$ cat src/rtl/grey_to_rgb_colormap_if.sv
// Pixel stream bundle between the grey source and the colour-map stage.
// COLORMAP_STATS_EN adds the per-frame highlight count (oHI_CNT).
interface grey_to_rgb_colormap_if #(
  parameter int WIDTH = 12
);
  logic [WIDTH-1:0] iGREY;
  logic             iDVAL;
  logic             iFRAME_START;
  logic [1:0]       iMODE;
  logic [WIDTH-1:0] oRed;
  logic [WIDTH-1:0] oGreen;
  logic [WIDTH-1:0] oBlue;
  logic             oDVAL;
  logic [1:0]       oMODE;
`ifdef COLORMAP_STATS_EN
  logic [19:0]      oHI_CNT;

  modport master (
    output iGREY, iDVAL, iFRAME_START, iMODE,
    input  oRed, oGreen, oBlue, oDVAL, oMODE, oHI_CNT
  );
  modport slave (
    input  iGREY, iDVAL, iFRAME_START, iMODE,
    output oRed, oGreen, oBlue, oDVAL, oMODE, oHI_CNT
  );
`else
  modport master (
    output iGREY, iDVAL, iFRAME_START, iMODE,
    input  oRed, oGreen, oBlue, oDVAL, oMODE
  );
  modport slave (
    input  iGREY, iDVAL, iFRAME_START, iMODE,
    output oRed, oGreen, oBlue, oDVAL, oMODE
  );
`endif
endinterface

$ cat src/rtl/grey_to_rgb_colormap.sv
// Grey to 12-bit RGB expansion, 3-stage pipeline, frame-latched colour-map mode.
// Optional COLORMAP_STATS_EN: per-frame count of pixels above THRESH on oHI_CNT.
module grey_to_rgb_colormap #(
  parameter int WIDTH  = 12,
  parameter int THRESH = 2000
) (
  input logic                  iCLK,
  input logic                  iRST,
  grey_to_rgb_colormap_if.slave bus
);

  typedef enum logic [1:0] {
    MODE_GREY      = 2'b00,
    MODE_JET       = 2'b01,
    MODE_INVERT    = 2'b10,
    MODE_HIGHLIGHT = 2'b11
  } mode_e;

  localparam logic [WIDTH-1:0] MAXV = '1;
  localparam logic [WIDTH-1:0] THR  = WIDTH'(THRESH);

  mode_e            modeQ;
  mode_e            effModeD;

  logic [WIDTH-1:0] greyS1Q;
  logic             dvalS1Q;
  mode_e            modeS1Q;

  logic [WIDTH-1:0] greyS2Q;
  logic [WIDTH-1:0] fracS2Q;
  logic [1:0]       segS2Q;
  logic             hiS2Q;
  logic             dvalS2Q;
  mode_e            modeS2Q;

  logic [WIDTH-1:0] redQ, greenQ, blueQ;
  logic [WIDTH-1:0] redD, greenD, blueD;
  logic             dvalS3Q;

  // A frame-start pixel already uses the newly requested mode.
  assign effModeD = bus.iFRAME_START ? mode_e'(bus.iMODE) : modeQ;

  always_ff @(posedge iCLK or posedge iRST) begin
    if (iRST) begin
      modeQ   <= MODE_GREY;
      greyS1Q <= '0;
      dvalS1Q <= 1'b0;
      modeS1Q <= MODE_GREY;
    end else begin
      modeQ   <= effModeD;
      greyS1Q <= bus.iGREY;
      dvalS1Q <= bus.iDVAL;
      modeS1Q <= effModeD;
    end
  end

  always_ff @(posedge iCLK or posedge iRST) begin
    if (iRST) begin
      greyS2Q <= '0;
      fracS2Q <= '0;
      segS2Q  <= '0;
      hiS2Q   <= 1'b0;
      dvalS2Q <= 1'b0;
      modeS2Q <= MODE_GREY;
    end else begin
      greyS2Q <= greyS1Q;
      fracS2Q <= {greyS1Q[WIDTH-3:0], greyS1Q[WIDTH-3:WIDTH-4]};
      segS2Q  <= greyS1Q[WIDTH-1:WIDTH-2];
      hiS2Q   <= (greyS1Q > THR);
      dvalS2Q <= dvalS1Q;
      modeS2Q <= modeS1Q;
    end
  end

  // Invalid slots leave the previous colour on the outputs.
  always_comb begin
    redD   = redQ;
    greenD = greenQ;
    blueD  = blueQ;
    if (dvalS2Q) begin
      case (modeS2Q)
        MODE_GREY: begin
          redD   = greyS2Q;
          greenD = greyS2Q;
          blueD  = greyS2Q;
        end
        MODE_INVERT: begin
          redD   = MAXV - greyS2Q;
          greenD = MAXV - greyS2Q;
          blueD  = MAXV - greyS2Q;
        end
        MODE_HIGHLIGHT: begin
          redD   = hiS2Q ? MAXV : greyS2Q;
          greenD = hiS2Q ? '0   : greyS2Q;
          blueD  = hiS2Q ? '0   : greyS2Q;
        end
        default: begin
          case (segS2Q)
            2'd0: begin
              redD   = '0;
              greenD = fracS2Q;
              blueD  = MAXV;
            end
            2'd1: begin
              redD   = '0;
              greenD = MAXV;
              blueD  = MAXV - fracS2Q;
            end
            2'd2: begin
              redD   = fracS2Q;
              greenD = MAXV;
              blueD  = '0;
            end
            default: begin
              redD   = MAXV;
              greenD = MAXV - fracS2Q;
              blueD  = '0;
            end
          endcase
        end
      endcase
    end
  end

  always_ff @(posedge iCLK or posedge iRST) begin
    if (iRST) begin
      redQ    <= '0;
      greenQ  <= '0;
      blueQ   <= '0;
      dvalS3Q <= 1'b0;
    end else begin
      redQ    <= redD;
      greenQ  <= greenD;
      blueQ   <= blueD;
      dvalS3Q <= dvalS2Q;
    end
  end

  assign bus.oRed   = redQ;
  assign bus.oGreen = greenQ;
  assign bus.oBlue  = blueQ;
  assign bus.oDVAL  = dvalS3Q;
  assign bus.oMODE  = modeQ;

`ifdef COLORMAP_STATS_EN
  logic [19:0] cntQ, cntD;
  logic [19:0] hiCntQ, hiCntD;
  logic        qualifies;

  assign qualifies = bus.iDVAL && (bus.iGREY > THR);

  // Frame start publishes the finished count and seeds the next frame with its own pixel.
  always_comb begin
    cntD   = cntQ;
    hiCntD = hiCntQ;
    if (bus.iFRAME_START) begin
      hiCntD = cntQ;
      cntD   = qualifies ? 20'd1 : 20'd0;
    end else if (qualifies && (cntQ != 20'hFFFFF)) begin
      cntD = cntQ + 20'd1;
    end
  end

  always_ff @(posedge iCLK or posedge iRST) begin
    if (iRST) begin
      cntQ   <= '0;
      hiCntQ <= '0;
    end else begin
      cntQ   <= cntD;
      hiCntQ <= hiCntD;
    end
  end

  assign bus.oHI_CNT = hiCntQ;
`endif

endmodule

$ cat src/flat_wrapper.sv
// flat-port wrapper written by rule: the top's interface ports become plain ports
module grey_to_rgb_colormap_flat 
#(
  parameter int WIDTH  = 12,
  parameter int THRESH = 2000
)
  (iCLK, iRST, bus_iGREY, bus_iDVAL, bus_iFRAME_START, bus_iMODE, bus_oRed, bus_oGreen, bus_oBlue, bus_oDVAL, bus_oMODE);
  grey_to_rgb_colormap_if #(.WIDTH(WIDTH)) bus_i ();
  input logic iCLK;
  input logic iRST;
  input wire logic [$bits(bus_i.iGREY)-1:0] bus_iGREY;
  input wire logic [$bits(bus_i.iDVAL)-1:0] bus_iDVAL;
  input wire logic [$bits(bus_i.iFRAME_START)-1:0] bus_iFRAME_START;
  input wire logic [$bits(bus_i.iMODE)-1:0] bus_iMODE;
  output wire logic [$bits(bus_i.oRed)-1:0] bus_oRed;
  output wire logic [$bits(bus_i.oGreen)-1:0] bus_oGreen;
  output wire logic [$bits(bus_i.oBlue)-1:0] bus_oBlue;
  output wire logic [$bits(bus_i.oDVAL)-1:0] bus_oDVAL;
  output wire logic [$bits(bus_i.oMODE)-1:0] bus_oMODE;
  assign bus_i.iGREY = bus_iGREY;
  assign bus_i.iDVAL = bus_iDVAL;
  assign bus_i.iFRAME_START = bus_iFRAME_START;
  assign bus_i.iMODE = bus_iMODE;
  assign bus_oRed = bus_i.oRed;
  assign bus_oGreen = bus_i.oGreen;
  assign bus_oBlue = bus_i.oBlue;
  assign bus_oDVAL = bus_i.oDVAL;
  assign bus_oMODE = bus_i.oMODE;
  grey_to_rgb_colormap #(.WIDTH(WIDTH), .THRESH(THRESH)) u_core (.iCLK(iCLK), .iRST(iRST), .bus(bus_i));
endmodule
$ cat config.mk
export PLATFORM = sky130hd
export DESIGN_NAME = grey_to_rgb_colormap_flat
export DESIGN_NICKNAME = d
export VERILOG_FILES = /design/src/rtl/grey_to_rgb_colormap_if.sv /design/src/rtl/grey_to_rgb_colormap.sv /design/src/flat_wrapper.sv
export SDC_FILE = /design/constraint.sdc
export NUM_CORES = 1
export LEC_CHECK = 0
export ABC_CLOCK_PERIOD_IN_PS = 1930
export BUFFER_PORTS_ARGS = -buffer_cell sky130_fd_sc_hd__buf_4
export CAP_MARGIN = 20
export CORE_ASPECT_RATIO = 0.75
export CORE_MARGIN = 2
export CORE_UTILIZATION = 49
export CTS_CLUSTER_SIZE = 25
export DETAILED_ROUTE_END_ITERATION = 8
export PLACE_DENSITY = 0.74
export SLEW_MARGIN = 20
export SYNTH_ARGS = -nofsm -noshare
export SYNTH_HDL_FRONTEND = slang
export SYNTH_SLANG_ARGS = --single-unit
export TNS_END_PERCENT = 5
$ cat constraint.sdc
create_clock -name iCLK -period 1.93 [get_ports iCLK]
set_clock_uncertainty 0.05 [all_clocks]
set_input_delay 0.0965 -clock iCLK [delete_from_list [all_inputs] [get_ports iCLK]]
set_output_delay 0.0965 -clock iCLK [all_outputs]
set_load 0.005 [all_outputs]
==> flow_summary.json <==
{
  "ir_drop_mv": 0.5971,
  "critical_path_buf_inv_count": 0,
  "grt_start_max_net_pins": 42,
  "fin_setup_tns_ns": 0,
  "setup_ws_ns": 0.09103,
  "cts_max_path_buffers": 2,
  "finalSetupViolCount": 0,
  "die_area_mm2": 0.006852,
  "critical_path.startpoint": "u_core.modeS2Q[1]$_DFF_PP0_",
  "slew_viol_final": 0,
  "grt_pass1_wl_mm": 11.79,
  "crit_path_end_kind": "flop",
  "min_period_ns": 1.839,
  "ys_seq_elements": 68,
  "drc": 0,
  "outcome": "finished clean",
  "antenna-diode-count": 0,
  "holdCritPathClass": "reg2reg",
  "slowest_delay_ns": 0.68,
  "r2r-start": "u_core.modeS2Q[1]$_DFF_PP0_",
  "fin_cells": 450,
  "rsz0062_at_grt": "false",
  "leakage_nw": 1.711,
  "clk_latency_ns": 0.35,
  "yosysWarningCount": 0,
  "fin_nets": 390,
  "grt.overflow.total": 0,
  "dr.first_iter.drc_count": 246,
  "post-place-ws_ns": -0.08885,
  "grt_pass1_vias": 2375,
  "cts_tree": "built",
  "hold_viol": 0,
  "syn-num-nets": 314,
  "cts_root_buf": "clkbuf_8",
  "crit_slowest_cell": "nor2b_1",
  "rows": 24,
  "viasPerCell": 5.538,
  "synth_ff_type": "dfrtp_1",
  "crit_fanout": 11,
  "ys_seq_area_share_pct": 56.01,
  "start_kind": "flop",
  "synth_cell_types": 38,
  "via_count": 2492,
  "worstPathRequired_ns": 2.14,
  "fmax_ghz": 0.5438,
  "ant_nets": 0,
  "area_growth_pct": 30.60,
  "drt-pass1-iter-count": 4,
  "htreeDepth": 3,
  "grtUsageTotal_pct": 23.05,
  "synth-edff-count": 0,
  "ios": 57,
  "fp.dieW_um": 94.92,
  "slew_headroom_pct": 48.12,
  "worst_pin_slew_ns": 0.7767,
  "power_density_mw_per_mm2": 932.5,
  "post_cts_buffers": 0,
  "io_buffers": 56,
  "worst_hold_startpoint": "u_core.dvalS1Q$_DFF_PP0_",
  "critPathKind": "reg2reg",
  "die_h_um": 72.19,
  "crit_chain": "nor2b_1 -> o22ai_1 -> a31oi_1",
  "antenna_found_initial": 0,
  "syn-cell-area_mm2": 0.003038,
  "routed_wl_mm": 7.208,
  "syn_area_per_cell_um2": 10.44,
  "gp_congestion": 0.9256,
  "power.total_mw": 3.700,
  "finalCritPeriodShare_pct": 95.28,
  "dp_hpwl_mm": 4.940,
  "syn-instance-count": 291,
  "crit_arrival_ns": 2.05,
  "drv_cap": 0,
  "drive_above_1_share_pct": 25.81,
  "critPathTopFamily": "simple AND/OR/NAND/NOR gates",
  "cts_buffers": 9,
  "clk_transition_reported_paths_ns": 0.08,
  "fillers": 462,
  "dp_cells": 416,
  "clock_sinks": 68,
  "start_util_pct": 51.35,
  "async_flop_share_pct": 100.0,
  "core_area_mm2": 0.005916,
  "wl_per_cell_um": 16.02
}
cell families (layout without fill, tap and decap cells):
group                      count (synthesis)  count (layout)  share of synthesized area, %
AOI/OAI and AO/OA                         95              95                         21.66
xor gates and xnor gates                   3               3                        0.8651
adders and majority gates                  5               5                         2.059
buffers and inverters                     28             109                         4.324
DFF                                       68              68                         56.01
muxes                                      2               2                        0.7413
and+or+nand+nor                           90              90                         14.33
report_power, final:
part	internal (mW)	total, mW	switching (mW)
Clock	0.735	1.30	0.560
Sequential	1.58	1.70	0.120
Combinational	0.378	0.702	0.323
state kept, by name, indices dropped and copies added (netlist names):
signal	flops
u_core.bus.oMODE	2
u_core.modeS2Q	2
u_core.bus.oDVAL	1
u_core.greyS1Q	12
u_core.greyS2Q	12
u_core.dvalS1Q	1
u_core.hiS2Q	1
u_core.bus.oRed	12
u_core.bus.oGreen	12
u_core.dvalS2Q	1
u_core.bus.oBlue	12
area by class of cell:
class                      instances  area [um2]  area share, %
sequential                        68        1703          42.92
inverter                           3       11.26         0.2838
tap                               78       97.59          2.460
timing repair buffer              90       720.7          18.16
clock buffer                       9       123.9          3.122
multi-input combinational        195        1212          30.56
clock inverter                     7       98.84          2.491
routing by layer:
layer / wire, um / track usage [%]
met5: 0 / 0
met4: 176 / 11.11
met3: 550 / 5.711
met2: 3287 / 33.65
met1: 3194 / 32.55
layout by cell type (no fill, tap or decap), drive strengths merged:
master / count
ha: 5
bufinv: 2
clkbuf: 9
mux2: 2
or3: 7
nor2: 35
clkinvlp: 1
a31oi: 24
and2: 4
a21oi: 5
nand2b: 7
or4: 1
inv: 5
dlygate4sd3: 18
nor3b: 1
clkinv: 2
a21boi: 7
o21bai: 2
nand2: 18
a31o: 1
nor2b: 13
o21ai: 19
dfrtp: 68
xnor2: 3
a2bb2oi: 3
a221o: 10
nor3: 1
buf: 72
nand3: 1
o22ai: 9
o2bb2ai: 1
o211ai: 2
and3: 1
and3b: 1
a221oi: 7
a211o: 1
o311ai: 4
synthesized netlist by cell type, types with 3 or more instances:
library cell / count / area (um2)
nor2_1: 35 / 131.4
nand2b_1: 6 / 37.54
xnor2_1: 3 / 26.28
nor2b_1: 13 / 81.33
nand2_1: 18 / 67.56
or3_1: 7 / 43.79
dfrtp_1: 68 / 1702
a21oi_1: 5 / 25.02
a221oi_1: 7 / 61.31
a2bb2oi_1: 3 / 26.28
ha_1: 5 / 62.56
buf_2: 8 / 40.04
o311ai_0: 3 / 26.28
and2_1: 4 / 25.02
a221o_1: 10 / 100.1
o21ai_0: 19 / 95.09
inv_1: 3 / 11.26
a21boi_0: 7 / 52.55
clkbuf_1: 13 / 48.80
o22ai_1: 9 / 56.30
a31oi_1: 24 / 150.1
metrics by stage:
stage	util (%)	instance area (um2)	hold WS, ns
after floorplan	-	3038	0.07793
after global placement	60.13	3557	0.1319
after detailed placement	60.13	3557	0.1428
after CTS	67.03	3965	0.3073
after global routing	67.07	3968	0.3189
final	67.07	3968	0.3025
path summary, 6_finish.rpt:
kind | cells past startpoint | to | slack [ns]
setup / recovery | 3 | u_core.bus.oGreen[4]$_DFFE_PP0P_ | 0.09
hold / removal | 0 | u_core.dvalS2Q$_DFF_PP0_ | 0.30
setup reg to reg | 3 | u_core.bus.oGreen[4]$_DFFE_PP0P_ | 0.09
hold reg to reg | 0 | u_core.dvalS2Q$_DFF_PP0_ | 0.30
max in group asynchronous | 4 | u_core.bus.oGreen[8]$_DFFE_PP0P_ | 1.10
min in group asynchronous | 4 | u_core.dvalS2Q$_DFF_PP0_ | 0.33
what timing repair did:
action | in CTS | in global routing
hold buffers | 18 | 0
pin swaps | 0 | 0
resized for setup | 1 | 1
endpoints found under the setup margin | 7 | 12
hold endpoints to repair | 83 | 0
No activity file was read; power rests on OpenSTA's default activity.
